`src/rtl/set_job_scheduler.sv`:
```
// Job FIFO and launch/wait sequencer in front of the SET engine.
// Optional WAIT watchdog abort: define SET_SCHED_WDT_EN.
module set_job_scheduler #(
    parameter int DEPTH     = 4,
    parameter int TAG_W     = 4,
    parameter int WDT_LIMIT = 32
) (
    input  logic             clk,
    input  logic             rst_n,
    input  logic             job_valid,
    output logic             job_ready,
    input  logic [23:0]      job_central,
    input  logic [11:0]      job_radius,
    input  logic [1:0]       job_mode,
    input  logic [TAG_W-1:0] job_tag,
    output logic             set_en,
    output logic [23:0]      set_central,
    output logic [11:0]      set_radius,
    output logic [1:0]       set_mode,
    input  logic             set_busy,
    input  logic             set_valid,
    input  logic [7:0]       set_candidate,
    output logic             res_valid,
    input  logic             res_ready,
    output logic [7:0]       res_candidate,
    output logic [TAG_W-1:0] res_tag,
    output logic             res_err
);
    localparam int AW = $clog2(DEPTH);
    localparam int CW = AW + 1;

    typedef enum logic [1:0] {
        S_IDLE,
        S_LAUNCH,
        S_WAIT
    } state_t;

    state_t r_state;
    state_t w_next;

    logic [23:0]      r_q_central [DEPTH];
    logic [11:0]      r_q_radius  [DEPTH];
    logic [1:0]       r_q_mode    [DEPTH];
    logic [TAG_W-1:0] r_q_tag     [DEPTH];
    logic [AW-1:0]    r_wr;
    logic [AW-1:0]    r_rd;
    logic [CW-1:0]    r_count;

    logic             r_set_en;
    logic [23:0]      r_set_central;
    logic [11:0]      r_set_radius;
    logic [1:0]       r_set_mode;
    logic [TAG_W-1:0] r_tag;
    logic             r_res_valid;
    logic [7:0]       r_res_candidate;
    logic [TAG_W-1:0] r_res_tag;
    logic             r_res_err;

    logic w_push;
    logic w_launch;
    logic w_capture;
    logic w_abort;
    logic w_wdt_hit;

    assign job_ready = (r_count != CW'(DEPTH));
    assign w_push    = job_valid & job_ready;

`ifdef SET_SCHED_WDT_EN
    localparam int WW = $clog2(WDT_LIMIT + 1);
    logic [WW-1:0] r_wdt;

    always_ff @(posedge clk or negedge rst_n) begin
        if (!rst_n) begin
            r_wdt <= '0;
        end else if (r_state == S_LAUNCH) begin
            r_wdt <= '0;
        end else if (r_state == S_WAIT) begin
            r_wdt <= r_wdt + 1'b1;
        end
    end

    // Fires on the WDT_LIMIT-th WAIT cycle without a done pulse.
    assign w_wdt_hit = (r_wdt == WW'(WDT_LIMIT - 1));
`else
    assign w_wdt_hit = 1'b0;
`endif

    always_ff @(posedge clk or negedge rst_n) begin
        if (!rst_n) begin
            r_state <= S_IDLE;
        end else begin
            r_state <= w_next;
        end
    end

    always_comb begin
        w_next    = r_state;
        w_launch  = 1'b0;
        w_capture = 1'b0;
        w_abort   = 1'b0;
        unique case (r_state)
            S_IDLE: begin
                if ((r_count != '0) && !set_busy &&
                    (!r_res_valid || res_ready)) begin
                    w_launch = 1'b1;
                    w_next   = S_LAUNCH;
                end
            end
            S_LAUNCH: w_next = S_WAIT;
            S_WAIT: begin
                if (set_valid) begin
                    w_capture = 1'b1;
                    w_next    = S_IDLE;
                end else if (w_wdt_hit) begin
                    w_abort = 1'b1;
                    w_next  = S_IDLE;
                end
            end
            default: w_next = S_IDLE;
        endcase
    end

    always_ff @(posedge clk or negedge rst_n) begin
        if (!rst_n) begin
            for (int i = 0; i < DEPTH; i++) begin
                r_q_central[i] <= '0;
                r_q_radius[i]  <= '0;
                r_q_mode[i]    <= '0;
                r_q_tag[i]     <= '0;
            end
            r_wr            <= '0;
            r_rd            <= '0;
            r_count         <= '0;
            r_set_en        <= 1'b0;
            r_set_central   <= '0;
            r_set_radius    <= '0;
            r_set_mode      <= '0;
            r_tag           <= '0;
            r_res_valid     <= 1'b0;
            r_res_candidate <= '0;
            r_res_tag       <= '0;
            r_res_err       <= 1'b0;
        end else begin
            if (w_push) begin
                r_q_central[r_wr] <= job_central;
                r_q_radius[r_wr]  <= job_radius;
                r_q_mode[r_wr]    <= job_mode;
                r_q_tag[r_wr]     <= job_tag;
                r_wr              <= r_wr + 1'b1;
            end
            if (w_launch) begin
                r_set_central <= r_q_central[r_rd];
                r_set_radius  <= r_q_radius[r_rd];
                r_set_mode    <= r_q_mode[r_rd];
                r_tag         <= r_q_tag[r_rd];
                r_rd          <= r_rd + 1'b1;
            end
            r_count  <= r_count + CW'(w_push) - CW'(w_launch);
            r_set_en <= w_launch;
            // A launch only happens once the result slot is free, so capture wins.
            if (w_capture || w_abort) begin
                r_res_valid     <= 1'b1;
                r_res_candidate <= w_capture ? set_candidate : 8'hFF;
                r_res_tag       <= r_tag;
                r_res_err       <= w_abort;
            end else if (r_res_valid && res_ready) begin
                r_res_valid <= 1'b0;
            end
        end
    end

    assign set_en        = r_set_en;
    assign set_central   = r_set_central;
    assign set_radius    = r_set_radius;
    assign set_mode      = r_set_mode;
    assign res_valid     = r_res_valid;
    assign res_candidate = r_res_candidate;
    assign res_tag       = r_res_tag;
    assign res_err       = r_res_err;
endmodule
```
`config.mk`:
```
export PLATFORM = sky130hd
export DESIGN_NAME = set_job_scheduler
export DESIGN_NICKNAME = d
export VERILOG_FILES = /design/src/rtl/set_job_scheduler.sv
export SDC_FILE = /design/constraint.sdc
export NUM_CORES = 1
export LEC_CHECK = 0
export ABC_CLOCK_PERIOD_IN_PS = 7000
export CORE_MARGIN = 3
export CORE_UTILIZATION = 55
export CTS_CLUSTER_DIAMETER = 120
export DETAILED_ROUTE_END_ITERATION = 6
export PLACE_DENSITY = 0.89
export SETUP_SLACK_MARGIN = 0.15
export SYNTH_ARGS = -nofsm -noshare
export SYNTH_HDL_FRONTEND = slang
export SYNTH_SLANG_ARGS = --single-unit
```
`constraint.sdc`:
```
create_clock -name clk -period 7 [get_ports clk]
set_input_delay 1.4 -clock clk [delete_from_list [all_inputs] [get_ports clk]]
set_output_delay 1.4 -clock clk [all_outputs]
set_load 0.03 [all_outputs]
```
==> results.txt, run 1 <==
* Count of unresolved DRC violations after routing: 0
- In this run the worst hold path is classified as reg2reg.
- Once placement completed, the tool counted placed cells totaling roughly 870.
* Hold-fix buffers at CTS: 0
- Cell Pwr Density: ~530 mW/mm²
- IO Count: 110
- In this run the standard cell core region covers between 0.015 and 0.02 mm².
- Detailed routing inserted a total of about 5,300 vias.
- The number of antenna violations at the first check in global routing came to 0.
- DIE WIDTH: 141 µm
* Worst-margin pin slew: between 1000 and 1500 ps
* Synthesized cell area: ~0.010 mm²
- Non-filler instance count after layout: between 900 and 1,000
- The number of antenna diodes in the final layout is 0.
- Tcrit/Tclk final: 52.6%
- Pwr Total: approximately 6.3 mW
* Required time reported for the critical path endpoint: about 7400 ps
* Antenna-violating nets left: 0
* CTS H-tree depth: 1
- Post-route setup TNS: 0 ps
- R2R Path Start: r_state[0]
- STA classifies the critical path startpoint as a primary input.
* Commonest non-fill, non-tap cell in the layout: dfrtp_1
- Number of detailed-route iterations in the first pass: 4
- Maximum vdd drop: about 280 µV
- The clock reaches the later pin of the worst-skew pair after about 510 ps.
* Share of layout cells above drive strength 1: between 40% and 50%
- The startpoint identified for the worst hold timing path is r_q_radius[17].
* Critical Path Source: set_busy
- Proportion of netlist area held by the largest area contributor: about 58%
- After clock tree synthesis, the repair step resized 0 gates.
- HPWL after detailed placement: 11,900 µm
* Die height: approximately 140 µm
- Nature of the critical path endpoint: register
- Post-route worst hold slack: roughly 500 ps
* Number of nets in the layout: ~730
* Final instance area: between 0.01 and 0.015 mm²
* Number of placement rows: 48
- The critical path is of the in2reg type.
* Placed Instance Area: 0.0111 mm²
* Port bufs: around 110
- The routed design could run at a clock period as short as roughly 3700 ps.
- Final core utilization: between 60 and 70%
- First-pass GRT wire length: about 33,000 µm
* Total Die Area: 0.0199 mm²
* Cells taking the most area after synthesis: dfrtp_1 58%, mux2_2 21%, mux4_2 9.4%
- CTS sink count: 233
- CTS Buf Count: 25
- Sequential cell area fraction in the yosys report: 58.1%
- After detailed routing, the average wire length per cell comes to ~22 µm.
- The first routing iteration left ~240 violations.
- The clock passes through at most 3 buffers.
* Result of the run: finished, final reports clean
- Number of global-route vias before repair: between 6,000 and 7,000
* Register bit total from synthesis: 233
- The routed design has 20,000 µm of wire.
- Setup violations remaining at the end of the flow were counted as 0.
- The tree is rooted in a clkbuf_16.
- Once routing completed, OpenROAD measured the worst setup slack at approximately 3300 ps.
* Initial core utilization: 57.0%
- From synthesis to final layout, the design area changed by 18.4%.
- Worst setup slack after placement: roughly 2800 ps
* Yosys warnings: 0
- Averaged over all synthesized cells, the footprint is about 18 µm².
* Post-CTS setup-driven buffer insertion count: 0
- Clock transition at the registers of the reported paths: 60 ps
- Static leakage power: roughly 5 nW
* Global Route Usage Sum: roughly a fifth
- Counting every net in the synthesized netlist gives 630.
- Setup repair after global routing left no endpoint under its margin.
- Number of hold violations in the final report: 0
- Vias per std cell: just under 6
- The number of pins with negative max-slew slack in the final report is 0.
- For the worst setup path, the data arrival time is just over 4000 ps.
* CTS tree: built
* Cells after synthesis: ~570
* Setup Skew: approximately 13 ps
* Maximum fanout along the worst path: 45
* Min-Delay Path Depth: 1
* Highest clock frequency the design can meet: between 200 and 300 MHz
- Global placement routability congestion: about 0.75
- Cells on worst reg2reg path: 9
- Pin count of the biggest net entering global routing: ~130
- Summed over all layers, the global routing overflow is 0.
* Top library cells by usage in the layout, fill and taps aside: 231 x dfrtp_1, 183 x mux2_2, 107 x clkdlybuf4s50_1
- The tool flagged a number of max-cap violations equal to 0.
* Worst slew margin: roughly 18%
* Count of different cell masters after synthesis: 27
* Cell taking the most area after synthesis: dfrtp_1
## state kept, by name, summed over array words and instances, names as in the netlist
signal / count
r_q_radius: 48
r_count: 3
res_valid: 1
res_candidate: 8
r_q_tag: 16
set_en: 1
r_rd: 2
r_tag: 4
r_q_central: 96
set_radius: 12
set_mode: 2
r_q_mode: 8
set_central: 24
r_wr: 2
res_tag: 4
r_state: 2
## layer usage
layer	global-route usage (%)	wire, µm
met1	25.8	7870
met2	38.3	10900
met3	3.39	847
met4	5.56	430
met5	0	0
## logic make-up (layout without fill, tap and decap cells)
| group | count (synthesis) | in the layout | share of synthesized area, % |
|---|---|---|---|
| xor gates and xnor gates | 5 | 5 | 0.436 |
| adders and majority gates | 7 | 7 | 0.948 |
| buffers and inverters | 39 | 157 | 3.22 |
| DFF | 233 | 233 | 58.1 |
| muxes | 266 | 266 | 35.6 |
| other | 1 | 1 | 0.0374 |
| and+or+nand+nor | 16 | 16 | 1.65 |
## worst paths after layout
path / end / slack [ps]
max: r_count[2] / 3320
min: r_q_radius[17] / 500
max reg2reg: r_count[2] / 4160
min reg2reg: r_q_radius[17] / 500
max in group asynchronous: r_rd[1] / 4580
min in group asynchronous: set_radius[0] / 960
## cell usage after synthesis
cell / instances
dfrtp_1: 233
conb_1: 1
clkbuf_1: 3
ha_1: 6
nor2_1: 1
buf_4: 6
or2_4: 1
mux4_2: 42
nor2b_1: 1
nand2b_1: 2
buf_2: 3
fa_1: 1
buf_6: 20
nand3b_1: 1
mux2_2: 183
nor4_1: 2
or3b_1: 1
mux2_1: 13
nand3_4: 4
buf_1: 2
inv_1: 5
nor3_2: 1
xnor2_1: 3
xor2_1: 2
nor4_4: 1
mux2_4: 28
nand2_1: 1
## worst max-delay path, cell delays in order
cell	delay, ps
clkdlybuf4s50_1	390
or2_4	250
nor4_4	140
buf_4	710
ha_1	250
inv_1	40
ha_1	180
fa_1	370
xnor2_1	190
xnor2_1	140
## report_power, final
part	internal (mW)	total [mW]	switching, mW
registers	2.05	2.57	0.521
clock network	0.730	1.23	0.498
logic	1.50	2.45	0.958
total	4.28	6.25	1.98
## layout make-up
| class | count | area (µm²) |
|---|---|---|
| timing repair buffer | 111 | 1110 |
| sequential | 233 | 5840 |
| clock buffer | 36 | 707 |
| clock inverter | 5 | 50.0 |
| inverter | 5 | 18.8 |
| fill | 1152 | 5710 |
| tap | 225 | 282 |
| multi-input combinational | 295 | 3880 |
No activity file was read; power rests on OpenSTA's default activity.
==> run 2, diff against run 1 <==
- ABC_CLOCK_PERIOD_IN_PS: 7000 -> 3300
- CORE_UTILIZATION: 55 -> 51
- PLACE_DENSITY: 0.89 -> 0.87
- clock period: 7 -> 3.3 ns (I/O delays scaled with it)
==> results.txt, run 2 (synthesized netlist as in run 1, its figures left out) <==
- The flow ran to the end, and the final reports show no timing, DRC or antenna violations.
- In this run the critical register-to-register path is launched from r_count[2].
- Root Buffer: clkbuf_16
- Ant. Diodes: 0 (unchanged)
- Max_cap viols: 0 (unchanged)
- The fraction of final layout cells with drive strength greater than 1 is 44.8% (+1.0 points).
- Critical Path Source: r_count[0]
* Number of endpoints failing setup at the final stage: 0 (unchanged)
- Buffers and inverters on the worst path: 1 (-2)
* Port bufs: 108 (unchanged)
* Nature of the critical path endpoint: output port
* Register containing the most flip-flops in the final layout: r_q_central
* First-pass GRT wire length: 31,900 µm (-3.3%)
- Worst setup slack after placement: 482 ps (-2300 ps)
- CTS sink count: 233 (unchanged)
* Delay of the slowest cell on the worst path: 680 ps (-30 ps)
- The number of antenna violations at the first check in global routing was 0 (unchanged).
- Die height: 146 µm (+3.7%)
* CTS Buf Count: 25 (unchanged)
- The cts-stage hold buffer count was 0 (unchanged).
* CTS tree: built
* Number of global-route vias before repair: 6,006 (-2.9%)
- The total global-route track usage is 18.3% (-2.6 points).
- Required time reported for the critical path endpoint: 2640 ps (-4790 ps)
- DIE WIDTH: 146 µm (+3.7%)
- Highest clock frequency the design can meet: approximately 350 MHz
* Maximum vdd drop: 567 µV (+110%)
- The number of antenna-violating nets in the routed design came to 0 (unchanged).
- Pwr Total: 13.5 mW (+120%)
- The first-pass detailed-route iteration total came to 4 (unchanged).
- The worst slack on hold paths came to 91.4 ps (-409 ps).
- The arrival time of data at the critical path endpoint came to 2190 ps (-1930 ps).
- The count of standard-cell rows is 50 (+4.2%).
- Global placement routability congestion: 0.728 (-3.5%)
- Post-route setup TNS: 0 ps (unchanged)
- Initial core utilization: 52.8% (-4.3 points)
- Worst Path Class, Setup: reg2out
* CORE AREA: 0.0190 mm² (+8.1%)
* Top library cells by usage in the layout, fill and taps aside: 231 x dfrtp_1, 183 x mux2_2, 107 x clkdlybuf4s50_1
- Reg2reg setup slack: 860 ps (-3300 ps)
* Cell-by-cell trace of the critical path: or3b_1 > clkdlybuf4s50_1
- Worst slew margin: 42.0% (+24 points)
- The net total in the final layout came to 737 (+0.41%).
- Remaining global-route overflow: 0 (unchanged)
* Worst-margin pin slew: 870 ps (-361 ps)
* Count of unresolved DRC violations after routing: 0 (unchanged)
- Pin count of the biggest net entering global routing: 93 (-26%)
- Number of hold violations in the final report: 0 (unchanged)
* Static leakage power: 5.12 nW (+1.5%)
- The worst setup path is launched from a register.
* Max reg flops: 96 (unchanged)
* Cells on worst reg2reg path: 8 (-1)
* Total Die Area: 0.0214 mm² (+7.5%)
- Cell family contributing the most delay on the critical path: buffers and inverters
- Setup Skew: 13.4 ps (+0.474 ps)
* RSZ-0062 raised after global routing: false
- The HPWL after detailed placement is 11,500 µm (-3.5%).
- The total power divided by cell area was 1110 mW/mm² (+110%).
* Commonest non-fill, non-tap cell in the layout: dfrtp_1
- The worst setup margin came to 455 ps (-2860 ps).
- The clock transition at the register clock pins on the worst setup and hold paths after CTS was 60 ps (about the same).
- The number of top-level pins is 110 (unchanged).
* Maximum fanout along the worst path: 6 (-87%)
- The total wirelength of the detailed-routed design was 19,200 µm (-4.1%).
- # resized after CTS: 0 (unchanged)
- Vias per std cell: 5.56 (-4.2%)
- The total number of vias was 5,289 (+0.21%).
- Worst hold path class: in2async
- Area growth from synthesis to layout: 20.3%
* Max Root-Sink Buffers: 3 (unchanged)
- Pins over their slew limit: 0 (unchanged)
* Clock insertion delay at the later pin of the skew report: 500 ps (about the same)
- Tcrit/Tclk final: a little under nine tenths
* CTS H-tree depth: 1 (unchanged)
- Critical path's slowest cell: clkdlybuf4s50_1
- R2r endpoint: r_count[2]
- The first-iteration detailed-routing DRC count came to 171 (-30%).
- Routed wire length per instance: 20.1 µm (-8.4%)
- The routed design could run at a clock period as short as approximately 2800 ps.
- The count of buffers added by post-CTS timing repair for setup is 0 (unchanged).
-- run 2: cell types whose count changed in the layout (fill, tap and decap cells not counted), sizes merged --
cell      delta
buf          +3
bufinv       +2
clkinvlp     +1
clkbuf       -3
clkinv       +4
-- run 2: worst max-delay path by stage --
stage / endpoint / slack [ps] / cells past startpoint
detailed placement: r_count[2] / 480 / 9
floorplan: r_count[2] / 690 / 9
global route: job_ready / 400 / 2
CTS: job_ready / 430 / 2
finish: job_ready / 450 / 2
global placement: set_central[5] / 540 / 5
-- run 2: per-stage QoR --
| step | instance area [µm²] | std cells | util (%) |
|---|---|---|---|
| 4_1_cts | 12100 | 952 | 63.5 |
| 3_3_place_gp | 11200 | 907 | 59.1 |
| 2_1_floorplan | 10000 | 567 | - |
| 3_5_place_dp | 11200 | 907 | 59.1 |
| 5_1_grt | 12100 | 952 | 63.5 |
| 6_report | 12100 | 952 | 63.5 |
-- run 2: area by class of cell --
class / count / area, µm²
Fill cell: 1364 / 6940
Clock inverter: 12 / 138
Tap cell: 260 / 325
Inverter: 5 / 18.8
Clock buffer: 33 / 696
Multi-Input combinational cell: 295 / 3880
Timing Repair Buffer: 114 / 1180
Sequential cell: 233 / 5840
-- run 2: metal layers --
layer | track usage, % | share of wire [%] | up-vias
met1 | 22.8 | 40 | 2855
met3 | 3.60 | 4.2 | 25
met4 | 3.53 | 1.8 | 0
met5 | 0 | 0 | -
li1 | - | - | 2302
met2 | 33.5 | 53 | 107
-- run 2: where the power goes --
part	total [mW]	switching (mW)	internal, mW
clock	2.77	1.06	1.71
sequential	5.28	0.927	4.35
combinational	5.41	2.19	3.22
total	13.5	4.18	9.28
==> patch 1: new RTL, config.mk and constraints of run 2 <==
`TAG_W`: 4 -> 6.
--- a/src/rtl/set_job_scheduler.sv
+++ b/src/rtl/set_job_scheduler.sv
@@ -2,7 +2,7 @@
 // Optional WAIT watchdog abort: define SET_SCHED_WDT_EN.
 module set_job_scheduler #(
     parameter int DEPTH     = 4,
-    parameter int TAG_W     = 4,
+    parameter int TAG_W     = 6,
     parameter int WDT_LIMIT = 32
 ) (
     input  logic             clk,
Interface: changed (resized job_tag and res_tag); port bits go from 110 to 114. No check against the original RTL was run, so the function may have changed too.
==> patch 1 against run 2 <==
- setup slack improved by 110 ps
- routed wire length increased by 6.7%
- sequential cell count increased by 12
- worst hold slack improved by 82 ps
- non-clock buffer count increased by 9
- register-to-register slack improved by 150 ps
- clock skew decreased by 7.0 ps
- first-iteration DRC count increased by 60%
- power increased by 4.3%
- critical path type unchanged
- largest power group is now registers
- synthesized cell count increased by 4.6%
- synthesized area increased by 3.0%
- critical path depth unchanged
- fmax increased by 4.1%
- final area increased by 4.5%
==> patch 1: results (changes against run 2) <==
Root Buffer: clkbuf_16 (unchanged)
worst-case clock skew: 6.46 ps (was 13.4 ps)
GP Congestion: 0.744 (was 0.728)
status: completed (unchanged)
antenna violations before repair: 0 (unchanged)
Top Registers: r_q_central (96), r_q_radius (48)
vias: 5,495 (was 5,289)
sequential share of the synthesized area: 59.3% (was 58.1%)
cts bufs inserted: 25 (unchanged)
Routed Antenna Nets: 0 (unchanged)
internal power: 9.71 mW (was 9.28 mW)
Mapped Nets: 658 (was 630)
most frequent cells after synthesis: dfrtp_1 (245), mux2_2 (213), mux4_2 (44), buf_4 (17), mux2_1 (13) (was dfrtp_1 (233), mux2_2 (183), mux4_2 (42), mux2_4 (28), buf_6 (20))
H-Tree Depth: 1 (unchanged)
synth top area cells: dfrtp_1 (59%), mux2_2 (23%), mux4_2 (9.6%), mux2_4 (1.5%), mux2_1 (1.4%) (was dfrtp_1 (58%), mux2_2 (21%), mux4_2 (9.4%), mux2_4 (4.2%), buf_6 (2.2%))
filler cell count: 1,339 (was 1,364)
footprint of the multi-input gates: 3960 um^2 (was 3880 um^2)
post-CTS setup buffers: 0 (unchanged)
YS warnings: 0 (unchanged)
share of post-route cells with drive strength above 1: 44.9% (was 44.8%)
CP max FO: 6 (unchanged)
DP Wirelength: 12.6 mm (was 11.5 mm)
Clock Pin Slew Worst Setup and Hold Paths: 60 ps (about the same)
DRT iter0 DRCs: 273 (was 171)
clk buf depth: 3 (unchanged)
IO Port Bufs: 112 (was 108)
HP Class: primary input to async pin (unchanged)
VDD IR-drop max: 0.560 mV (was 0.567 mV)
First-pass DRT Iterations: 4 (unchanged)
leakage: 5.34 nW (was 5.12 nW)
Async SR Flop Fraction: 100% (unchanged)
Worst Tran Pin Value: 836 ps (was 870 ps)
Clock Latency Late Sink: 510 ps
Layout Nets: 774 (was 737)
largest net degree at the start of global routing: 95 (was 93)
Synth cell types: 27 (unchanged)
DP Area: 11,800 um^2 (was 11,200 um^2)
gr usage total: 19.4% (was 18.3%)
vias in the first global route: 6,298 (was 6,006)
first-pass GRT wire length: 33.9 mm (was 31.9 mm)
cts hold-fix bufs: 0 (unchanged)
Avg WL per Cell: 20.7 um (was 20.1 um)
## patch 1: cell count changes after synthesis, moves of 2 or more
cell / run 2 / this run
nand3_2: 0 / 4
dfrtp_1: 233 / 245
buf_4: 6 / 17
nand3_4: 4 / 0
mux2_2: 183 / 213
mux2_4: 28 / 10
clkbuf_1: 3 / 5
mux4_2: 42 / 44
buf_6: 20 / 4
buf_2: 3 / 7
## patch 1: layout make-up
type                    instances  area share, %
clock inverters                 8           1.31
repair buffers                123           10.4
flip-flops and latches        245           48.6
multi-input cells             309           31.4
clock buffers                  32           5.56
well taps                     265           2.63
inverters                       5          0.149
## patch 1: stage by stage
stage | setup WS [ps] | cells
floorplan | 626 | 593
global placement | 587 | 947
detailed placement | 522 | 947
CTS | 544 | 987
global route | 516 | 987
finish | 567 | 987
## patch 1: logic make-up (layout without fill, tap and decap cells)
kind of cell | Yosys count | count (layout) | synth area share (%)
flops | 245 | 245 | 59.3
mux | 280 | 280 | 35.7
other cells | 1 | 1 | 0.0363
buf+inv | 39 | 168 | 2.41
fa+ha+maj | 7 | 7 | 0.920
simple gates | 16 | 16 | 1.23
xor+xnor | 5 | 5 | 0.424
## patch 1: final timing paths
kind / start / endpoint / slack (ps) / cells after the start
max: r_count[0]$_DFF_PN0_ / job_ready / 570 / 2
min: rst_n / res_tag[4]$_DFFE_PN0P_ / 170 / 1
max reg2reg: r_count[0]$_DFF_PN0_ / r_count[2]$_DFF_PN0_ / 1010 / 8
min reg2reg: r_q_tag[17]$_DFFE_PN0P_ / r_q_tag[17]$_DFFE_PN0P_ / 490 / 1
max in group asynchronous: rst_n / set_radius[9]$_DFFE_PN0P_ / 2250 / 2
min in group clk: r_q_tag[17]$_DFFE_PN0P_ / r_q_tag[17]$_DFFE_PN0P_ / 490 / 1
## patch 1: metal layers
| layer | vias up | global-route usage [%] | part of all wire (%) |
|---|---|---|---|
| li1 | 2414 | - | - |
| met5 | - | 0 | 0 |
| met3 | 29 | 2.93 | 3.4 |
| met4 | 0 | 4.43 | 1.9 |
| met1 | 2947 | 24.8 | 42 |
| met2 | 105 | 35.3 | 53 |
## patch 1: power groups by stage
| stage | clock [mW] | sequential, mW | combinational, mW |
|---|---|---|---|
| after floorplan | 0 | 5.80 | 3.59 |
| after global placement | 0 | 5.45 | 5.32 |
| after detailed placement | 0 | 5.63 | 5.56 |
| after CTS | 3.03 | 5.59 | 5.59 |
| after global routing | 3.16 | 5.77 | 5.89 |
| final | 2.96 | 5.58 | 5.49 |
## patch 1: critical path: stages, from the launching register on
cell,delay (ps)
dfrtp_1,400
or3b_1,520
clkdlybuf4s50_1,650
==> patch 2: new RTL, flow settings as in run 2 <==
Made on the original files. Re-encode `state_t` (3 states) as one-hot, 3 bits wide.
--- a/src/rtl/set_job_scheduler.sv
+++ b/src/rtl/set_job_scheduler.sv
@@ -29,10 +29,10 @@
     localparam int AW = $clog2(DEPTH);
     localparam int CW = AW + 1;
 
-    typedef enum logic [1:0] {
-        S_IDLE,
-        S_LAUNCH,
-        S_WAIT
+    typedef enum logic [2:0] {
+        S_IDLE   = 3'b001,
+        S_LAUNCH = 3'b010,
+        S_WAIT   = 3'b100
     } state_t;
 
     state_t r_state;
Behaviour: same outputs for any inputs over 4 cycles, from zero or initial values and one cycle with rst_n low; so few cycles prove little.
==> patch 2 against run 2 <==
- combinational power increased by 1%
- sequential cell count up 1
- register-to-register slack better by 180 ps
- sequential share of layout area shrank 0.34 points
- routed wire length increased by 5.2%
- first-iteration DRC count shrank 9.4%
- synthesized area up 0.62%
- critical path depth did not move
- critical path type unchanged
- setup slack gained 120 ps
- final area is 1.2% higher
- power up 0.72%
==> patch 2: results (changes against run 2) <==
cts bufs inserted: 24 (was 25)
grt ovf: 0 (unchanged)
Layout Nets: 745 (was 737)
most frequent cells after synthesis: dfrtp_1 (233), mux2_2 (186), mux4_2 (42), mux2_4 (37), buf_6 (17) (was dfrtp_1 (233), mux2_2 (183), mux4_2 (42), mux2_4 (28), buf_6 (20))
CP max FO: 6 (unchanged)
Mapped Nets: 634 (was 630)
Cells after Synth: 571 (was 567)
GP Congestion: 0.688 (was 0.728)
DP Wirelength: 12.4 mm (was 11.5 mm)
max reg flops: 96 (unchanged)
share of post-route cells with drive strength above 1: 47.2% (was 44.8%)
VDD IR-drop max: 0.606 mV (was 0.567 mV)
post-CTS setup buffers: 0 (unchanged)
placed cells: 916 (was 907)
slowest stage delay, CP: 650 ps (was 680 ps)
std cell rows: 50 (unchanged)
CP arrival: 2060 ps (was 2190 ps)
CP max stage cell: clkdlybuf4s50_1 (unchanged)
R2R cell count: 8 (unchanged)
synth top area cells: dfrtp_1 (58%), mux2_2 (21%), mux4_2 (9.4%), mux2_4 (5.5%), buf_6 (1.9%) (was dfrtp_1 (58%), mux2_2 (21%), mux4_2 (9.4%), mux2_4 (4.2%), buf_6 (2.2%))
Ant. Diodes: 0 (unchanged)
H-Tree Depth: 1 (unchanged)
Routed Antenna Nets: 0 (unchanged)
worst-case clock skew: 8.89 ps (was 13.4 ps)
Synth Area in XOR/XNOR: 0.434% (was 0.436%)
Clock Pin Slew Worst Setup and Hold Paths: 60 ps (about the same)
pre-CTS setup slack: 526 ps (was 482 ps)
post-DR vias/cell: 5.57 (was 5.56)
Synth Area in Compound Gates: 0.124% (was 0%)
DRT iter0 DRCs: 155 (was 171)
sequential share of the synthesized area: 58.0% (was 58.1%)
post-synthesis mux area share: 35.6% (about the same)
non-filler cells, final: 959 (was 952)
Avg WL per Cell: 21.0 um (was 20.1 um)
status: completed (unchanged)
first-pass GRT wire length: 32.8 mm (was 31.9 mm)
vias in the first global route: 6,102 (was 6,006)
filler cell count: 1,341 (was 1,364)
sw power: 4.17 mW (was 4.18 mW)
post-synthesis adder-cell area fraction: 0.942% (was 0.948%)
leakage: 5.22 nW (was 5.12 nW)
antenna violations before repair: 0 (unchanged)
Synth cell types: 30 (was 27)
largest net degree at the start of global routing: 70 (was 93)
gr usage total: 19.0% (was 18.3%)
CP top delay family: buffers and inverters (unchanged)
[patch 2: cell types whose count changed after synthesis, moves of 3 or more]
| cell | change |
|---|---|
| nand3_4 | -4 |
| nand3_2 | +4 |
| buf_12 | +4 |
| mux2_4 | +9 |
| mux2_2 | +3 |
| buf_2 | +5 |
| buf_6 | -3 |
| buf_4 | -5 |
| mux2_1 | -13 |
[patch 2: worst reg2reg max path, cell delays in order, from the launching register on]
cell and delay, ps:
dfrtp_1 390, or3_4 400, and3_4 210, ha_1 270, inv_1 40, ha_1 180, fa_1 370, xnor2_1 190
xnor2_1 140
[patch 2: final cells by class]
cell class / instances / area (um^2) / area share (%)
well taps: 260 / 325 / 2.66
clock inverters: 5 / 75.1 / 0.615
repair buffers: 120 / 1280 / 10.4
flip-flops and latches: 234 / 5860 / 48.0
inverters: 5 / 18.8 / 0.154
multi-input cells: 297 / 3890 / 31.9
clock buffers: 38 / 764 / 6.26
[patch 2: final timing paths]
path	start	end	slack, ps
max	r_count[0]$_DFF_PN0_	job_ready	580
min	rst_n	set_radius[8]$_DFFE_PN0P_	90
max reg2reg	r_count[0]$_DFF_PN0_	r_count[2]$_DFF_PN0_	1040
min reg2reg	r_q_central[94]$_DFFE_PN0P_	r_q_central[94]$_DFFE_PN0P_	500
max in group asynchronous	rst_n	r_q_radius[12]$_DFFE_PN0P_	2330
min in group clk	r_q_central[94]$_DFFE_PN0P_	r_q_central[94]$_DFFE_PN0P_	500
[patch 2: metal layers]
layer	share of wire [%]	track usage [%]	vias to the layer above	wire length, um
li1	-	-	2321	-
met1	42	24.6	2877	8500
met2	52	33.9	108	10500
met3	3.7	3.02	31	749
met4	2.0	4.28	0	405
met5	0	0	-	0
[patch 2: kinds of logic (layout without fill, tap and decap cells)]
kind of cell	after synthesis	in the layout
multiplexers	265	265
flip-flops	234	234
buffers and inverters	40	168
AND/OR/NAND/NOR	17	17
adder cells (fa/ha/maj)	7	7
XOR/XNOR	5	5
AO/OA/AOI/OAI	2	2
other	1	1
[patch 2: metrics by stage]
step	total power, mW	instance area (um^2)
finish	13.6	12200
global route	14.3	12200
CTS	13.7	12200
detailed placement	10.9	11400
global placement	10.5	11400
floorplan	9.26	10100
[patch 2: power groups by stage]
stage	logic (mW)	clock network (mW)	registers [mW]
CTS	5.57	2.86	5.29
detailed placement	5.56	0	5.31
global placement	5.33	0	5.15
global route	5.84	2.97	5.47
finish	5.47	2.80	5.28
floorplan	3.76	0	5.51
